$ cat config.mk
export PLATFORM = sky130hd
export DESIGN_NAME = sgmii_phy_init_ctrl
export DESIGN_NICKNAME = d
export VERILOG_FILES = /design/src/rtl/sgmii_pkg.sv /design/src/rtl/sgmii_sync_bit.sv /design/src/rtl/sgmii_phy_init_ctrl.sv
export SDC_FILE = /design/constraint.sdc
export NUM_CORES = 1
export LEC_CHECK = 0
export ABC_AREA = 1
export BUFFER_PORTS_ARGS = -buffer_cell sky130_fd_sc_hd__buf_2
export CAP_MARGIN = 20
export CORE_ASPECT_RATIO = 0.9
export CORE_MARGIN = 4
export CORE_UTILIZATION = 35
export CTS_BUF_LIST = sky130_fd_sc_hd__clkbuf_4
export CTS_CLUSTER_DIAMETER = 40
export CTS_CLUSTER_SIZE = 30
export DETAILED_ROUTE_END_ITERATION = 8
export REMOVE_ABC_BUFFERS = 1
export SYNTH_ARGS = -nofsm -noshare
export SYNTH_HDL_FRONTEND = slang
export SYNTH_SLANG_ARGS = --single-unit
export TNS_END_PERCENT = 5
$ cat constraint.sdc
create_clock -name clk_ds_i -period 3.8 [get_ports clk_ds_i]
set_input_delay 0.38 -clock clk_ds_i [delete_from_list [all_inputs] [get_ports clk_ds_i]]
set_output_delay 0.38 -clock clk_ds_i [all_outputs]
set_load 0.005 [all_outputs]
$ cat src/rtl/sgmii_pkg.sv
// Shared types for the SGMII GTX PHY bring-up sequencer.
// Holds the state encoding, bus widths and a saturating increment helper.
package sgmii_pkg;

    localparam int STATE_W = 3;
    localparam int RETRY_W = 8;

    typedef enum logic [STATE_W-1:0] {
        ST_PMA_RST   = 3'd0,
        ST_WAIT_LOCK = 3'd1,
        ST_USR_RST   = 3'd2,
        ST_WAIT_DONE = 3'd3,
        ST_READY     = 3'd4
    } state_t;

    function automatic logic [RETRY_W-1:0] sat_inc(
        input logic [RETRY_W-1:0] v
    );
        return (v == '1) ? v : v + 1'b1;
    endfunction

endpackage

$ cat src/rtl/sgmii_sync_bit.sv
// Single-bit multi-flop synchroniser for asynchronous GTX status inputs.
// Ports: i_clk destination clock, i_rst async active-high clear, i_d async in, o_q synced out.
module sgmii_sync_bit #(
    parameter int STAGES = 2
) (
    input  logic i_clk,
    input  logic i_rst,
    input  logic i_d,
    output logic o_q
);

    (* ASYNC_REG = "TRUE" *) logic [STAGES-1:0] r_sync;

    always_ff @(posedge i_clk or posedge i_rst) begin
        if (i_rst) begin
            r_sync <= '0;
        end else begin
            r_sync <= {r_sync[STAGES-2:0], i_d};
        end
    end

    assign o_q = r_sync[STAGES-1];

endmodule

$ cat src/rtl/sgmii_phy_init_ctrl.sv
// Bring-up / recovery sequencer for the SGMII GTX PHY (PMA reset, PCS resets, comma align).
// In: clk_ds_i, mgt_reset, async GTX status *_a. Out: resets, encommaalign, phy_ready, retry_cnt, state_o.
module sgmii_phy_init_ctrl
    import sgmii_pkg::*;
#(
    parameter int PMA_RST_CYCLES = 16,
    parameter int USR_RST_CYCLES = 8,
    parameter int LOCK_TIMEOUT   = 65536,
    parameter int DONE_TIMEOUT   = 16384,
    parameter int SYNC_STAGES    = 2
) (
    input  logic               clk_ds_i,
    input  logic               mgt_reset,
    input  logic               pll_locked_a,
    input  logic               resetdone_a,
    input  logic               elecidle_a,
    input  logic               rxbuf_err_a,
    output logic               pma_reset,
    output logic               sgmii_txreset,
    output logic               sgmii_rxreset,
    output logic               encommaalign,
    output logic               phy_ready,
    output logic [RETRY_W-1:0] retry_cnt,
    output logic [STATE_W-1:0] state_o
);

    localparam int TMAX  = (LOCK_TIMEOUT > DONE_TIMEOUT) ?
                           LOCK_TIMEOUT : DONE_TIMEOUT;
    localparam int CNT_W = $clog2(TMAX) + 1;

    typedef logic [CNT_W-1:0] cnt_t;

    localparam cnt_t LD_PMA   = cnt_t'(PMA_RST_CYCLES - 1);
    localparam cnt_t LD_PMA_0 = cnt_t'(PMA_RST_CYCLES - 2);
    localparam cnt_t LD_LOCK  = cnt_t'(LOCK_TIMEOUT - 1);
    localparam cnt_t LD_USR   = cnt_t'(USR_RST_CYCLES - 1);
    localparam cnt_t LD_DONE  = cnt_t'(DONE_TIMEOUT - 1);

    // Reset: asynchronous assert, release aligned to clk_ds_i.
    (* ASYNC_REG = "TRUE" *) logic [1:0] r_rst_sync;
    logic w_rst;

    always_ff @(posedge clk_ds_i or posedge mgt_reset) begin
        if (mgt_reset) begin
            r_rst_sync <= 2'b11;
        end else begin
            r_rst_sync <= {r_rst_sync[0], 1'b0};
        end
    end

    assign w_rst = r_rst_sync[1];

    logic w_lock;
    logic w_done;
    logic w_idle;
    logic w_buferr;

    sgmii_sync_bit #(.STAGES(SYNC_STAGES)) u_sync_lock (
        .i_clk (clk_ds_i),
        .i_rst (w_rst),
        .i_d   (pll_locked_a),
        .o_q   (w_lock)
    );

    sgmii_sync_bit #(.STAGES(SYNC_STAGES)) u_sync_done (
        .i_clk (clk_ds_i),
        .i_rst (w_rst),
        .i_d   (resetdone_a),
        .o_q   (w_done)
    );

    sgmii_sync_bit #(.STAGES(SYNC_STAGES)) u_sync_idle (
        .i_clk (clk_ds_i),
        .i_rst (w_rst),
        .i_d   (elecidle_a),
        .o_q   (w_idle)
    );

    sgmii_sync_bit #(.STAGES(SYNC_STAGES)) u_sync_buferr (
        .i_clk (clk_ds_i),
        .i_rst (w_rst),
        .i_d   (rxbuf_err_a),
        .o_q   (w_buferr)
    );

    state_t             r_state;
    state_t             w_nxt;
    logic               w_bump;
    logic               w_exp;
    cnt_t               r_cnt;
    logic               r_cnt_vld;
    logic [RETRY_W-1:0] r_retry;
    logic               r_pma;
    logic               r_usr;
    logic               r_rdy;
    logic               r_enc;

    function automatic cnt_t f_load(input state_t s);
        case (s)
            ST_PMA_RST:   f_load = LD_PMA;
            ST_WAIT_LOCK: f_load = LD_LOCK;
            ST_USR_RST:   f_load = LD_USR;
            ST_WAIT_DONE: f_load = LD_DONE;
            default:      f_load = '0;
        endcase
    endfunction

    // The counter is 0 straight out of reset, so it is not trusted
    // until the first PMA_RST cycle has loaded it.
    assign w_exp = r_cnt_vld && (r_cnt == '0);

    // Checks are ordered lock loss > buffer error > done loss > timeout.
    always_comb begin
        w_nxt  = r_state;
        w_bump = 1'b0;
        case (r_state)
            ST_PMA_RST: begin
                if (w_exp) w_nxt = ST_WAIT_LOCK;
            end
            ST_WAIT_LOCK: begin
                if (w_lock) begin
                    w_nxt = ST_USR_RST;
                end else if (w_exp) begin
                    w_nxt  = ST_PMA_RST;
                    w_bump = 1'b1;
                end
            end
            ST_USR_RST: begin
                if (!w_lock) begin
                    w_nxt  = ST_PMA_RST;
                    w_bump = 1'b1;
                end else if (w_exp) begin
                    w_nxt = ST_WAIT_DONE;
                end
            end
            ST_WAIT_DONE: begin
                if (!w_lock) begin
                    w_nxt  = ST_PMA_RST;
                    w_bump = 1'b1;
                end else if (w_done) begin
                    w_nxt = ST_READY;
                end else if (w_exp) begin
                    w_nxt  = ST_USR_RST;
                    w_bump = 1'b1;
                end
            end
            ST_READY: begin
                if (!w_lock) begin
                    w_nxt  = ST_PMA_RST;
                    w_bump = 1'b1;
                end else if (w_buferr || !w_done) begin
                    w_nxt  = ST_USR_RST;
                    w_bump = 1'b1;
                end
            end
            default: begin
                w_nxt = ST_PMA_RST;
            end
        endcase
    end

    // Outputs are decoded from the next state so they change
    // together with state_o.
    always_ff @(posedge clk_ds_i or posedge w_rst) begin
        if (w_rst) begin
            r_state   <= ST_PMA_RST;
            r_cnt     <= '0;
            r_cnt_vld <= 1'b0;
            r_retry   <= '0;
            r_pma     <= 1'b1;
            r_usr     <= 1'b1;
            r_rdy     <= 1'b0;
            r_enc     <= 1'b0;
        end else begin
            r_state   <= w_nxt;
            r_cnt_vld <= 1'b1;
            if (w_nxt != r_state) begin
                r_cnt <= f_load(w_nxt);
            end else if (!r_cnt_vld) begin
                // first cycle after reset already counts toward PMA_RST
                r_cnt <= LD_PMA_0;
            end else if (r_cnt != '0) begin
                r_cnt <= r_cnt - 1'b1;
            end
            if (w_bump) begin
                r_retry <= sat_inc(r_retry);
            end
            r_pma <= (w_nxt == ST_PMA_RST);
            r_usr <= (w_nxt == ST_PMA_RST) ||
                     (w_nxt == ST_WAIT_LOCK) ||
                     (w_nxt == ST_USR_RST);
            r_rdy <= (w_nxt == ST_READY);
            r_enc <= (w_nxt == ST_READY) && !w_idle;
        end
    end

    assign pma_reset     = r_pma;
    assign sgmii_txreset = r_usr;
    assign sgmii_rxreset = r_usr;
    assign phy_ready     = r_rdy;
    assign encommaalign  = r_enc;
    assign retry_cnt     = r_retry;
    assign state_o       = r_state;

endmodule

## Word level (Yosys, flattened, before mapping)

Cells that the tools add are included.

| storage, ports and cells | value |
|---|---|
| logic and storage cells | 62 |
| input port bits | 6 |
| latch bits | 0 |
| memories | 0 |
| RAM bits | 0 |
| register bits after elaboration | 43 |
| output and inout bits | 16 |
| bits in read-only memories | 0 |

| cells by class | value |
|---|---|
| reductions and logical operators | 12 |
| bitwise operators | 1 |
| div/mod/pow operators | 0 |
| multiplexer cells | 23 |
| multiply operators | 0 |
| $lt $le $gt $ge | 0 |
| shifts and indexed selects | 0 |
| add/subtract/negate cells | 2 |
| eq/ne operators | 11 |

Operators by type and width:

| operator | number |
|---|---|
| 16-bit case mux with 4 select lines | 1 |
| 17-bit 2-to-1 mux | 3 |
| 3-bit 2-to-1 mux | 10 |
| 17-bit logical NOT | 1 |
| 17-bit nonzero test | 1 |
| 17-bit by 1-bit subtractor with 17-bit output (second input constant) | 1 |
| 3-bit case mux with 5 select lines | 1 |
| 3-bit by 2-bit == test with 1-bit output (second input constant) | 4 |
| 8-bit by 1-bit adder with 8-bit output (second input constant) | 1 |
| 8-bit == test (second input constant) | 1 |
| 1-bit 2-to-1 mux | 7 |
| 3-bit by 1-bit == test with 1-bit output (second input constant) | 2 |
| 3-bit == test (second input constant) | 2 |
| 3-bit logical NOT | 2 |
| 1-bit case mux with 4 select lines | 1 |
| 1-bit logical OR | 3 |
| 3-bit by 1-bit != test with 1-bit output (second input constant) | 1 |
| 3-bit != test | 1 |
| 1-bit logical AND | 2 |
| 1-bit logical NOT | 2 |
| 2-bit AND reduction | 1 |
| 1-bit NOT | 1 |

## Logic depth before layout (Yosys ltp)

Gate-level depths: netlist of the first run.

| logic depth | value |
|---|---|
| depth after elaboration | 9 |
| gate-level depth with buffers | 16 |
| depth with buffers taken out | 16 |

## Modules after synthesis

From an unflattened synthesis of the first run, not the netlist that was laid out.

| second synthesis, totals | value |
|---|---|
| cell total of the unflattened synthesis | 312 |
| area total of the unflattened synthesis | 2494.9 sq um |

By module, submodules not included:

| module | area an instance (sq um) | cells an instance | times used | sequential area each (sq um) |
|---|---|---|---|---|
| sgmii_phy_init_ctrl | 2279.7 | 300 | 1 | 880.8 |
| sgmii_sync_bit | 53.8 | 3 | 4 | 50.0 |

## Least setup slack after synthesis of the first run

OpenSTA, ideal clock, no wires.

| timing path | value |
|---|---|
| path type | register to register |
| start point | register r_cnt[0] |
| end point | register r_retry[2] (netlist: retry_cnt[2]) |
| path slack | 2.007 ns |
| clock period less this slack | 1.793 ns |
| cell stages (with the launch flop) | 15 |
| buffers on the path | 0 |
| library setup time | 0.120 ns |
| required time | 3.680 ns |
| arrival time | 1.672 ns |
| cell sequence | dfrtp_1 inv_1 ha_1 nand2_1 inv_1 nand3_1 nor2_1 nand2_1 inv_1 o21ai_0 nand3_1 nand2_2 clkinv_1 nand3b_1 nand2_1 |

| on the way | value |
|---|---|
| word-level cells in the longest chain between the ends | 7 |
| elaborated cells on any way between the ends | 8 |
| classes of those cells | mux (5); reduce/logical (3) |

RTL lines:

| item | RTL line | text |
|---|---|---|
| from (decl) | sgmii_phy_init_ctrl.sv:90 | `cnt_t r_cnt;` |
| from (signal assigned) | sgmii_phy_init_ctrl.sv:178 | `r_cnt <= f_load(w_nxt);` |
| from (signal assigned) | sgmii_phy_init_ctrl.sv:183 | `r_cnt <= r_cnt - 1'b1;` |
| 17-bit logical NOT (*) | sgmii_phy_init_ctrl.sv:110 | `assign w_exp = r_cnt_vld && (r_cnt == '0);` |
| 1-bit logical AND (*) | sgmii_phy_init_ctrl.sv:110 |  |
| 1-bit 2-to-1 mux (*) | sgmii_phy_init_ctrl.sv:123, sgmii_phy_init_ctrl.sv:142 |  |
| 1-bit 2-to-1 mux | sgmii_phy_init_ctrl.sv:140 | `end else if (w_done) begin` |
| 1-bit 2-to-1 mux | sgmii_phy_init_ctrl.sv:137 | `if (!w_lock) begin` |
| 1-bit case mux with 4 select lines (*) | sgmii_phy_init_ctrl.sv:116 | `case (r_state)` |
| 2-bit AND reduction (no line) (*) | - |  |
| to (signal assigned) | sgmii_phy_init_ctrl.sv:186 | `r_retry <= sat_inc(r_retry);` |
| to (decl) | sgmii_phy_init_ctrl.sv:92 | `logic [RETRY_W-1:0] r_retry;` |

Mark *: on every way between the ends. The rest lies on a longest branch, timed or not.
A chain may end at the register's enable or synchronous reset.

## Worst setup path after layout of the first run

| timing path | value |
|---|---|
| start point | register r_cnt[0] |
| end point | register r_cnt[4] |

| on the way | value |
|---|---|
| word-level cells in the longest chain between the ends | 9 |
| elaborated cells on any way between the ends | 23 |
| classes of those cells | add/sub (1); eq/ne (5); mux (13); reduce/logical (4) |

RTL lines:

| item | RTL line | text |
|---|---|---|
| 17-bit logical NOT | sgmii_phy_init_ctrl.sv:110 |  |
| 1-bit logical AND | sgmii_phy_init_ctrl.sv:110 |  |
| 3-bit 2-to-1 mux | sgmii_phy_init_ctrl.sv:142 | `end else if (w_exp) begin` |
| 3-bit 2-to-1 mux | sgmii_phy_init_ctrl.sv:140 |  |
| 3-bit 2-to-1 mux | sgmii_phy_init_ctrl.sv:137 |  |
| 3-bit case mux with 5 select lines | sgmii_phy_init_ctrl.sv:116 |  |
| 3-bit by 2-bit == test with 1-bit output (tied with other cells) | sgmii_phy_init_ctrl.sv:99 | `case (s)` |
| 16-bit case mux with 4 select lines | sgmii_phy_init_ctrl.sv:99 |  |
| 17-bit 2-to-1 mux | sgmii_phy_init_ctrl.sv:177 | `if (w_nxt != r_state) begin` |

Several ways; a longest one is shown, not always the timed one. The select of a mux whose other input is x is not followed.

==> flow_metrics.tcl, run 1 <==
set metrics [dict create \
    die_h_um 86.02 \
    fin_setup_tns_ns 0 \
    clockRootBuffer "clkbuf_4" \
    io_pins 22 \
    place_inst 413 \
    layout.cells.non_filler 422 \
    core-area_mm2 0.006586 \
    drive_gt1_frac 0.1566 \
    status "completed" \
    final_hold_viol_count 0 \
    synth_area_per_cell_um2 7.787 \
    dp_hpwl_um 3719 \
    fmax_mhz 452.6 \
    synth.distinct_cells 34 \
    cts_resized 0 \
    ys_seq_area_frac 0.4567 \
    tightest_slew_ns 0.8485 \
    rr_worst_depth 12 \
    drtIter0Drc 127 \
    crit_fanout 8 \
    cp_data_required_time_ns 4.09 \
    cp-start-kind "register" \
    final_common_cell "nand2_1" \
    synth_cells 304 \
    first_global_vias 2016 \
    finalClockSkew_ns 0.01165 \
    min_period_ns 2.209 \
    rsz0062_at_grt "no" \
    mostFrequentLayoutCells "nand2_1 (64), nor2_1 (47), inv_1 (42)" \
    synth_edf_count 0 \
    grt_overflow 0 \
    io_buffers 21 \
    grt_antenna_before_repair 0 \
    worstSetupPathType "reg2reg" \
    grt_max_degree 21 \
    clk_pin_slew_worst_paths_ns 0.14 \
    dp_slack_ns 1.601 \
    cts_tree "built" \
    vias 1965 \
    worstSkewPairLatency_ns 0.36 \
    antenna_cells 0 \
    rows 28 \
    worst_setup_path_end_kind "register" \
    post_cts.repair.setup_buffers 0 \
    ys.flop_type "dfrtp_1" \
    drv_cap 0 \
    grt_pass1_wl_um 8970 \
    netlist_area_mm2 0.002367 \
    start_util 0.3594 \
    relSlewSlack 0.4337 \
    finalWorstSetupSlack_ns 1.591 \
    cts_hold_buf 1 \
    fin_crit_sh 0.5814 \
    drc 0 \
    p_leak_nw 1.433 \
    vias_per_cell 4.656 \
    dr.pass1.iters 4 \
    ant_nets 0 \
    htreeDepth 2 \
    die-area_mm2 0.008145 \
    synthArstFlopShare 1.000 \
    setup_viol_count_final 0 \
    ir_worst_vdd_mv 0.2349 \
    min_path_cells 1 \
    syn2layout_area_growth_pct 12.69 \
    die_x_um 94.69 \
    yosys_warnings 0 \
    cts_sinks 43 \
    clockBufferDepth 2 \
    power_w 0.001591 \
    nets 340 \
    track_usage 0.1378 \
    hold_class "in2reg" \
    slew_violations 0 \
    numCtsBuffers 5 \
    arrival_ns 2.50 \
    routed_wirelength_um 4857 \
    power_density_mw_per_mm2 596.3 \
    gp_congestion 0.8952 \
    ys_ff_latch 43 \
    wire_per_inst_um 11.51 \
]
[where the power goes]
group	switching, W	leakage [nW]	internal [W]
clock	0.000165	0.0458	0.000142
sequential	0.0000895	0.539	0.000560
combinational	0.000401	0.849	0.000233
[state kept, by name, indices dropped and copies added, names as in the netlist]
signal and cells:
encommaalign 1, phy_ready 1, pma_reset 1, r_cnt 17, r_cnt_vld 1, r_rst_sync 2, retry_cnt 8, sgmii_rxreset 1
state_o 3, u_sync_buferr.r_sync 2, u_sync_done.r_sync 2, u_sync_idle.r_sync 2, u_sync_lock.r_sync 2
[per-stage QoR]
stage          utilization  hold WS [ns]  area [um^2]
2_1_floorplan            -        0.2915         2340
3_3_place_gp        0.3906        0.3323         2572
3_5_place_dp        0.3906        0.3364         2572
4_1_cts             0.4050        0.1038         2668
5_1_grt             0.4050       0.08647         2668
6_report            0.4050        0.1193         2668
[final cells by class]
cell class / count / area (um^2)
repair buffers: 24 / 130.1
clock buffers: 5 / 37.54
well taps: 90 / 112.6
clock inverters: 3 / 47.55
fillers: 707 / 3919
inverters: 44 / 165.2
flip-flops and latches: 43 / 1081
multi-input cells: 213 / 1094
[per-layer routing]
metal	up-vias	routed length, um	global-route usage
met2	41	2168	0.2196
li1	1015	-	-
met3	6	218	0.03421
met4	0	46	0.02621
met5	-	0	0
met1	903	2424	0.1912
[synth_stat cells (all sizes together) (2+ instances only)]
cell / instances / share of area
a21oi: 7 / 0.015
a31oi: 8 / 0.021
buf: 3 / 0.010
conb: 2 / 0.0032
dfrtp: 39 / 0.41
dfstp: 4 / 0.044
ha: 3 / 0.016
inv: 43 / 0.068
nand2: 70 / 0.12
nand3: 25 / 0.062
nand4: 5 / 0.013
nor2: 53 / 0.097
nor3: 7 / 0.015
o21ai: 11 / 0.023
xnor2: 3 / 0.011
xor2: 13 / 0.048
[path summary, 6_finish.rpt]
path                                             from  slack (ns)                 endpoint
min in group asynchronous               r_rst_sync[1]        0.43             retry_cnt[7]
worst min-delay path                      rxbuf_err_a        0.12  u_sync_buferr.r_sync[0]
worst min register to register  u_sync_lock.r_sync[0]        0.37    u_sync_lock.r_sync[1]
worst max register to register               r_cnt[0]        1.59                 r_cnt[4]
worst max-delay path                         r_cnt[0]        1.59                 r_cnt[4]
max in group asynchronous               r_rst_sync[1]        2.61            sgmii_rxreset
[critical path: stages, from the launching register on]
cell	delay, ns
dfrtp_1	0.42
inv_1	0.10
ha_1	0.18
nand2_1	0.06
inv_1	0.06
nand3_1	0.09
nor2_1	0.18
nand2_1	0.17
nand2_1	0.16
nand3_1	0.21
inv_1	0.29
a31oi_1	0.08
nor2_1	0.15
[kinds of logic after synthesis]
| kind of cell | count (synthesis) | synth area share |
|---|---|---|
| AND/OR/NAND/NOR | 164 | 0.3182 |
| buffers and inverters | 48 | 0.08139 |
| AO/OA/AOI/OAI | 28 | 0.06554 |
| flip-flops | 43 | 0.4567 |
| XOR/XNOR | 16 | 0.05920 |
| other | 2 | 0.003172 |
| adder cells (fa/ha/maj) | 3 | 0.01586 |
Power figures use the tool's default switching activity.
==> run 2: changes to the inputs <==
==> constraint.sdc (replaced) <==
create_clock -name clk_ds_i -period 2.2 [get_ports clk_ds_i]
set_input_delay 0.22 -clock clk_ds_i [delete_from_list [all_inputs] [get_ports clk_ds_i]]
set_output_delay 0.22 -clock clk_ds_i [all_outputs]
set_load 0.005 [all_outputs]
==> run 2 against run 1 <==
Sequential power rose by 74%. Cell count up 3.8%. Clock skew shrank 0.0065 ns. Global-route usage rose by 0.11 points. Worst setup slack got worse by 1.4 ns. Routed wire length is 9.4% higher. Final area rose by 4.5%. Critical path type unchanged. Highest routed layer unchanged. Non-clock buffer count rose by 15. Core utilization up 1.8 points. Largest cell class unchanged. Die area unchanged. Sequential share of layout area decreased by 1.7 points.
==> flow_metrics.tcl, run 2 (synthesis gave the netlist of run 1 again) <==
set metrics [dict create \
    vias_per_cell 4.737 \
    clockBufferDepth 2 \
    p_leak_nw 1.476 \
    vias 2075 \
    status "completed" \
    die_x_um 94.69 \
    cts_tree "built" \
    io_buffers 21 \
    rows 28 \
    worstSkewPairLatency_ns 0.36 \
    dpl_cell_area_mm2 0.002610 \
    grt_pass1_wl_um 9080 \
    numCtsBuffers 5 \
    final_common_cell "nand2_1" \
    tightest_slew_ns 0.5870 \
    clockRootBuffer "clkbuf_4" \
    fmax_mhz 488.6 \
    netSwitchingPower_w 0.001174 \
    relSlewSlack 0.6083 \
    setup_viol_count_final 0 \
    io_pins 22 \
    fin_setup_tns_ns 0 \
    drc 0 \
    place_inst 418 \
    rsz0062_at_grt "yes" \
    drv_cap 0 \
    min_period_ns 2.046 \
    grt_max_degree 16 \
    mostFrequentLayoutCells "nand2_1 (64), nor2_1 (45), inv_1 (39), dfrtp_1 (39), nand3_1 (22)" \
    worst_setup_path_end_kind "register" \
    power_density_mw_per_mm2 994.3 \
    antenna_cells 0 \
    grt_antenna_before_repair 0 \
    p_clk_frac 0.143 \
    routed_wirelength_um 5314 \
    clk_pin_slew_worst_paths_ns 0.13 \
    slew_violations 0 \
    gp_congestion 0.8842 \
    nets 356 \
    ant_nets 0 \
    switching_share 0.4237 \
    dr.pass1.iters 4 \
    final_hold_viol_count 0 \
    fin_crit_sh 0.9302 \
    arrival_ns 2.30 \
    core-area_mm2 0.006586 \
    hold_class "reg2async" \
    power_w 0.002771 \
    crit_fanout 8 \
    ir_worst_vdd_mv 0.4629 \
    top_register "r_cnt" \
    largest_reg_flops 17 \
    p_comb_frac 0.449 \
    first_global_vias 1953 \
    htreeDepth 2 \
    track_usage 0.1389 \
    p_int_w 0.001597 \
    cp-start-kind "register" \
    cp_data_required_time_ns 2.46 \
    syn2layout_area_growth_pct 17.71 \
    grt_overflow 0 \
    drtIter0Drc 139 \
    pwr-share-seq 0.408 \
    worstSetupPathType "reg2reg" \
    fin_area_mm2 0.002786 \
    die-area_mm2 0.008145 \
    dp_hpwl_um 3964 \
    die_h_um 86.02 \
    wire_per_inst_um 12.13 \
    drive_gt1_frac 0.2011 \
    layout.cells.non_filler 438 \
    finalClockSkew_ns 0.005133 \
    start_util 0.3594 \
    cts_sinks 43 \
]
[run 2: cell types whose count changed in the layout (fill, tap and decap cells not counted), moves of 2 or more]
cell / before / now
nor2_2: 3 / 5
buf_4: 2 / 13
clkinvlp_4: 0 / 3
inv_2: 1 / 4
nor2_1: 47 / 45
inv_1: 42 / 39
dlygate4sd3_1: 1 / 5
[run 2: power by group through the flow]
stage / Combinational (W) / Clock [W] / Sequential [W]
floorplan: 0.000834 / 0 / 0.00111
global placement: 0.00115 / 0 / 0.00114
detailed placement: 0.00116 / 0 / 0.00114
CTS: 0.00117 / 0.000411 / 0.00113
global route: 0.00142 / 0.000435 / 0.00116
finish: 0.00124 / 0.000396 / 0.00113
[run 2: what timing repair did]
action,in CTS,in global routing
hold buffers,5,0
endpoints found under the hold margin,6,0
setup buffers,0,6
endpoints found under the setup margin,0,23
resized for setup,0,9
[run 2: per-stage QoR]
stage | util | setup WS, ns | hold WS, ns
after floorplan | - | 0.4074 | 0.1315
after global placement | 0.3963 | 0.1828 | 0.2421
final | 0.4231 | 0.1535 | 0.3192
after CTS | 0.4126 | 0.09002 | 0.3432
after detailed placement | 0.3963 | 0.1119 | 0.2459
after global routing | 0.4231 | -0.06307 | 0.3689
[run 2: final timing paths]
path	startpoint	to	slack, ns	depth (start not counted)
setup / recovery	r_cnt[0]	r_cnt[11]	0.15	15
max in group asynchronous	r_rst_sync[1]	pma_reset	1.19	2
min in group clk_ds_i	r_rst_sync[0]	r_rst_sync[1]	0.37	0
hold reg to reg	r_rst_sync[1]	r_cnt[14]	0.32	1
hold / removal	r_rst_sync[1]	r_cnt[14]	0.32	1
setup reg to reg	r_cnt[0]	r_cnt[11]	0.15	15
[run 2: final cells by class]
| cell class | count | area, um^2 |
|---|---|---|
| tap | 90 | 112.6 |
| clock inverter | 3 | 20.02 |
| sequential | 43 | 1081 |
| multi-input combinational | 213 | 1106 |
| inverter | 44 | 168.9 |
| fill | 710 | 3800 |
| timing repair inverter | 1 | 7.507 |
| clock buffer | 5 | 37.54 |
| timing repair buffer | 39 | 252.7 |
[run 2: routing by layer]
layer  track usage  part of all wire  up-vias
met2        0.2190              0.47       56
met3       0.02807             0.057        7
met1        0.1951              0.47      977
met4       0.03539            0.0096        0
li1              -                 -     1035
met5             0                 0        -
[run 2: worst max-delay path: stages, from the launching register on]
cell,delay [ns]
dfrtp_1,0.43
inv_2,0.08
ha_2,0.17
nand2_1,0.05
inv_1,0.05
nand3_1,0.10
nor2_2,0.13
nand3_1,0.08
nand2_1,0.07
nand2_2,0.07
nand2_2,0.10
nand2_1,0.09
nand2_4,0.12
nand3_4,0.08
nor2_4,0.24
nor2_1,0.07
==> run 3: changes to the inputs <==
--- a/config.mk
+++ b/config.mk
@@ -5,17 +5,19 @@
 export SDC_FILE = /design/constraint.sdc
 export NUM_CORES = 1
 export LEC_CHECK = 0
-export ABC_AREA = 1
+export ABC_AREA = 0
 export BUFFER_PORTS_ARGS = -buffer_cell sky130_fd_sc_hd__buf_2
 export CAP_MARGIN = 20
 export CORE_ASPECT_RATIO = 0.9
 export CORE_MARGIN = 4
-export CORE_UTILIZATION = 35
+export CORE_UTILIZATION = 61
 export CTS_BUF_LIST = sky130_fd_sc_hd__clkbuf_4
 export CTS_CLUSTER_DIAMETER = 40
 export CTS_CLUSTER_SIZE = 30
 export DETAILED_ROUTE_END_ITERATION = 8
+export PLACE_DENSITY = 0.82
 export REMOVE_ABC_BUFFERS = 1
+export SKIP_CTS_REPAIR_TIMING = 1
 export SYNTH_ARGS = -nofsm -noshare
 export SYNTH_HDL_FRONTEND = slang
 export SYNTH_SLANG_ARGS = --single-unit
==> run 3 against run 2 <==
Via count is 21% lower. Core utilization is 31 points higher. Count of clock-buffer cells in the layout is 1 higher. Worst setup slack worse by 0.065 ns. Final area is 10% lower. Synthesized cell count is 35% lower. Register-to-register slack worse by 0.07 ns. Global-route usage is 8.1 points higher. Sequential share of layout area is 4.5 points higher. Maximum frequency is 3.1% lower. Synthesized area is 8.6% lower. Critical path type unchanged. Critical endpoint is now retry_cnt[1].
==> flow_metrics.tcl, run 3 <==
set metrics [dict create \
    routed_wirelength_um 4477 \
    setup_viol_count_final 0 \
    clk_pin_slew_worst_paths_ns 0.12 \
    rr_worst_depth 4 \
    worst-path-buf-inv 0 \
    rr_startpoint "state_o[1]" \
    min_path_cells 0 \
    synth_top_area_frac 0.4509 \
    worstHoldStart "u_sync_done.r_sync[0]" \
    core-area_mm2 0.003403 \
    vias 1631 \
    syn2layout_area_growth_pct 15.43 \
    synth_area_per_cell_um2 10.99 \
    grt_antenna_before_repair 0 \
    largest_reg_flops 17 \
    ir_worst_vdd_mv 0.4663 \
    cp_top_family "simple AND/OR/NAND/NOR gates" \
    p_leak_nw 1.161 \
    crit_fanout 11 \
    cp-start-kind "register" \
    clockRootBuffer "clkbuf_4" \
    wire_per_inst_um 16.05 \
    die_x_um 70.79 \
    p_clk_frac 0.257 \
    max_stage_delay_ns 0.53 \
    power_density_mw_per_mm2 602.8 \
    htreeDepth 2 \
    final_common_cell "dfrtp_1" \
    crit_chain "or3b_2 > a22o_1 > nor3_2 > mux2_1" \
    worstSkewPairLatency_ns 0.37 \
    die_h_um 64.51 \
    fmax_mhz 473.6 \
    seq_area_mm2 0.001082 \
    pwr-share-seq 0.580 \
    fin_area_mm2 0.002499 \
    arrival_ns 2.37 \
    tightest_slew_ns 0.6912 \
    cts_tree "built" \
    gp_congestion 0.9367 \
    fin_crit_sh 0.9598 \
    whs_endpoint "u_sync_done.r_sync[1]" \
    netSwitchingPower_w 0.0004356 \
    status "completed" \
    worst_setup_path_end_kind "register" \
    finalWorstSetupSlack_ns 0.08838 \
    p_int_w 0.001071 \
    worstSetupPathType "reg2reg" \
    drv_cap 0 \
    nFillCells 254 \
    final_hold_viol_count 0 \
    ys_ff_latch 43 \
    cp_data_required_time_ns 2.46 \
    start_util 0.6360 \
    synthArstFlopShare 1.000 \
    finalClockSkew_ns 0.01309 \
    yosys_warnings 0 \
    yosysMostFrequentCell "dfrtp_1" \
    rsz0062_at_grt "yes" \
    multi_input_area_mm2 0.001028 \
    numCtsBuffers 5 \
    cts_sinks 43 \
    grt_pass1_wl_um 7866 \
    dp_slack_ns 0.03950 \
    clockBufferDepth 2 \
    antenna_cells 0 \
    synth_cells 197 \
    dp_hpwl_um 3186 \
    synth_common_cells "dfrtp_1 (39), xor2_1 (16), nand2_1 (14), o21ai_0 (12)" \
    r2r_setup_slack_ns 0.09 \
    r2r_end "retry_cnt[1]" \
    min_period_ns 2.112 \
    slew_violations 0 \
    track_usage 0.2200 \
    dpl_cell_area_mm2 0.002381 \
    first_global_vias 1698 \
    drc 0 \
    top_register "r_cnt" \
    synth_largest_area_cell "dfrtp_1" \
    die-area_mm2 0.004567 \
    dr.pass1.iters 4 \
    ys.flop_type "dfrtp_1" \
    synth.area.top_cells "dfrtp_1 (45%), xor2_1 (6.5%), dfstp_2 (4.9%)" \
    switching_share 0.2892 \
    ant_nets 0 \
    drive_gt1_frac 0.2809 \
    grt_max_degree 42 \
    drtIter0Drc 112 \
    mostFrequentLayoutCells "dfrtp_1 (38), buf_2 (21), xor2_1 (16)" \
    relSlewSlack 0.5357 \
    io_buffers 21 \
    synth.distinct_cells 54 \
    rows 20 \
    ys_seq_area_frac 0.4994 \
    critPathSlowestCell "or3b_2" \
    grt_overflow 0 \
    nets 243 \
    io_pins 22 \
    p_comb_frac 0.162 \
    netlist_area_mm2 0.002165 \
    hold_class "reg2reg" \
    vias_per_cell 5.846 \
    synth_edf_count 0 \
    fin_setup_tns_ns 0 \
]
==> run 3: cell types whose count changed after synthesis, sizes merged, moves of 4 or more <==
| cell | change |
|---|---|
| nor2 | -45 |
| mux2i | +5 |
| nor4 | +6 |
| inv | -37 |
| a31oi | -6 |
| nand3 | -20 |
| clkbuf | +4 |
| and3 | +6 |
| a21oi | -4 |
| nand2 | -56 |
| nand2b | +4 |
==> run 3: how the worst max path moves through the flow <==
| stage | startpoint | cells after the start | endpoint |
|---|---|---|---|
| 6_report | state_o[1] | 4 | retry_cnt[1] |
| 5_1_grt | state_o[1] | 4 | retry_cnt[1] |
| 4_1_cts | r_cnt[7] | 6 | r_cnt[10] |
| 3_5_place_dp | r_cnt[7] | 6 | r_cnt[10] |
| 3_3_place_gp | state_o[1] | 6 | retry_cnt[7] |
| 2_1_floorplan | r_cnt[7] | 5 | retry_cnt[1] |
==> run 3: kinds of logic (layout without fill, tap and decap cells) <==
family                     after synthesis  count (layout)  synth area share
and+or+nand+nor                         75              75            0.2301
DFF                                     43              43            0.4994
AOI/OAI and AO/OA                       30              30           0.09769
xor gates and xnor gates                22              22           0.08902
buffers and inverters                   15              53           0.02947
muxes                                    7               7           0.03353
adders and majority gates                3               3           0.01734
other                                    2               2          0.003470
==> run 3: area by class of cell <==
| cell class | count | area share |
|---|---|---|
| timing repair buffer | 39 | 0.1012 |
| clock buffer | 6 | 0.01803 |
| clock inverter | 2 | 0.005008 |
| tap | 44 | 0.02203 |
| inverter | 6 | 0.009014 |
| sequential | 43 | 0.4331 |
| multi-input combinational | 139 | 0.4116 |
==> run 3: stage by stage <==
stage	power, W	utilization	cells	hold WS, ns
final	0.001506	0.7342	279	0.3629
after CTS	0.001505	0.7165	274	-0.1508
after floorplan	0.001041	-	188	0.1315
after global placement	0.001108	0.6996	266	0.2383
after detailed placement	0.001122	0.6996	266	0.2588
after global routing	0.001596	0.7342	279	0.3849
==> run 3: power groups by stage <==
stage / Sequential, W / Combinational, W / Clock, W
4_1_cts: 0.000874 / 0.000235 / 0.000396
2_1_floorplan: 0.000885 / 0.000156 / 0
6_report: 0.000874 / 0.000245 / 0.000387
5_1_grt: 0.000884 / 0.000272 / 0.000440
3_3_place_gp: 0.000885 / 0.000222 / 0
3_5_place_dp: 0.000889 / 0.000234 / 0
==> run 3: layer usage <==
metal  wire [um]  vias to the layer above  track usage
met3         189                       10      0.06667
met4         103                        0      0.07512
met1        1876                      807       0.2819
met2        2308                       43       0.3565
li1            -                      771            -
met5           0                        -            0
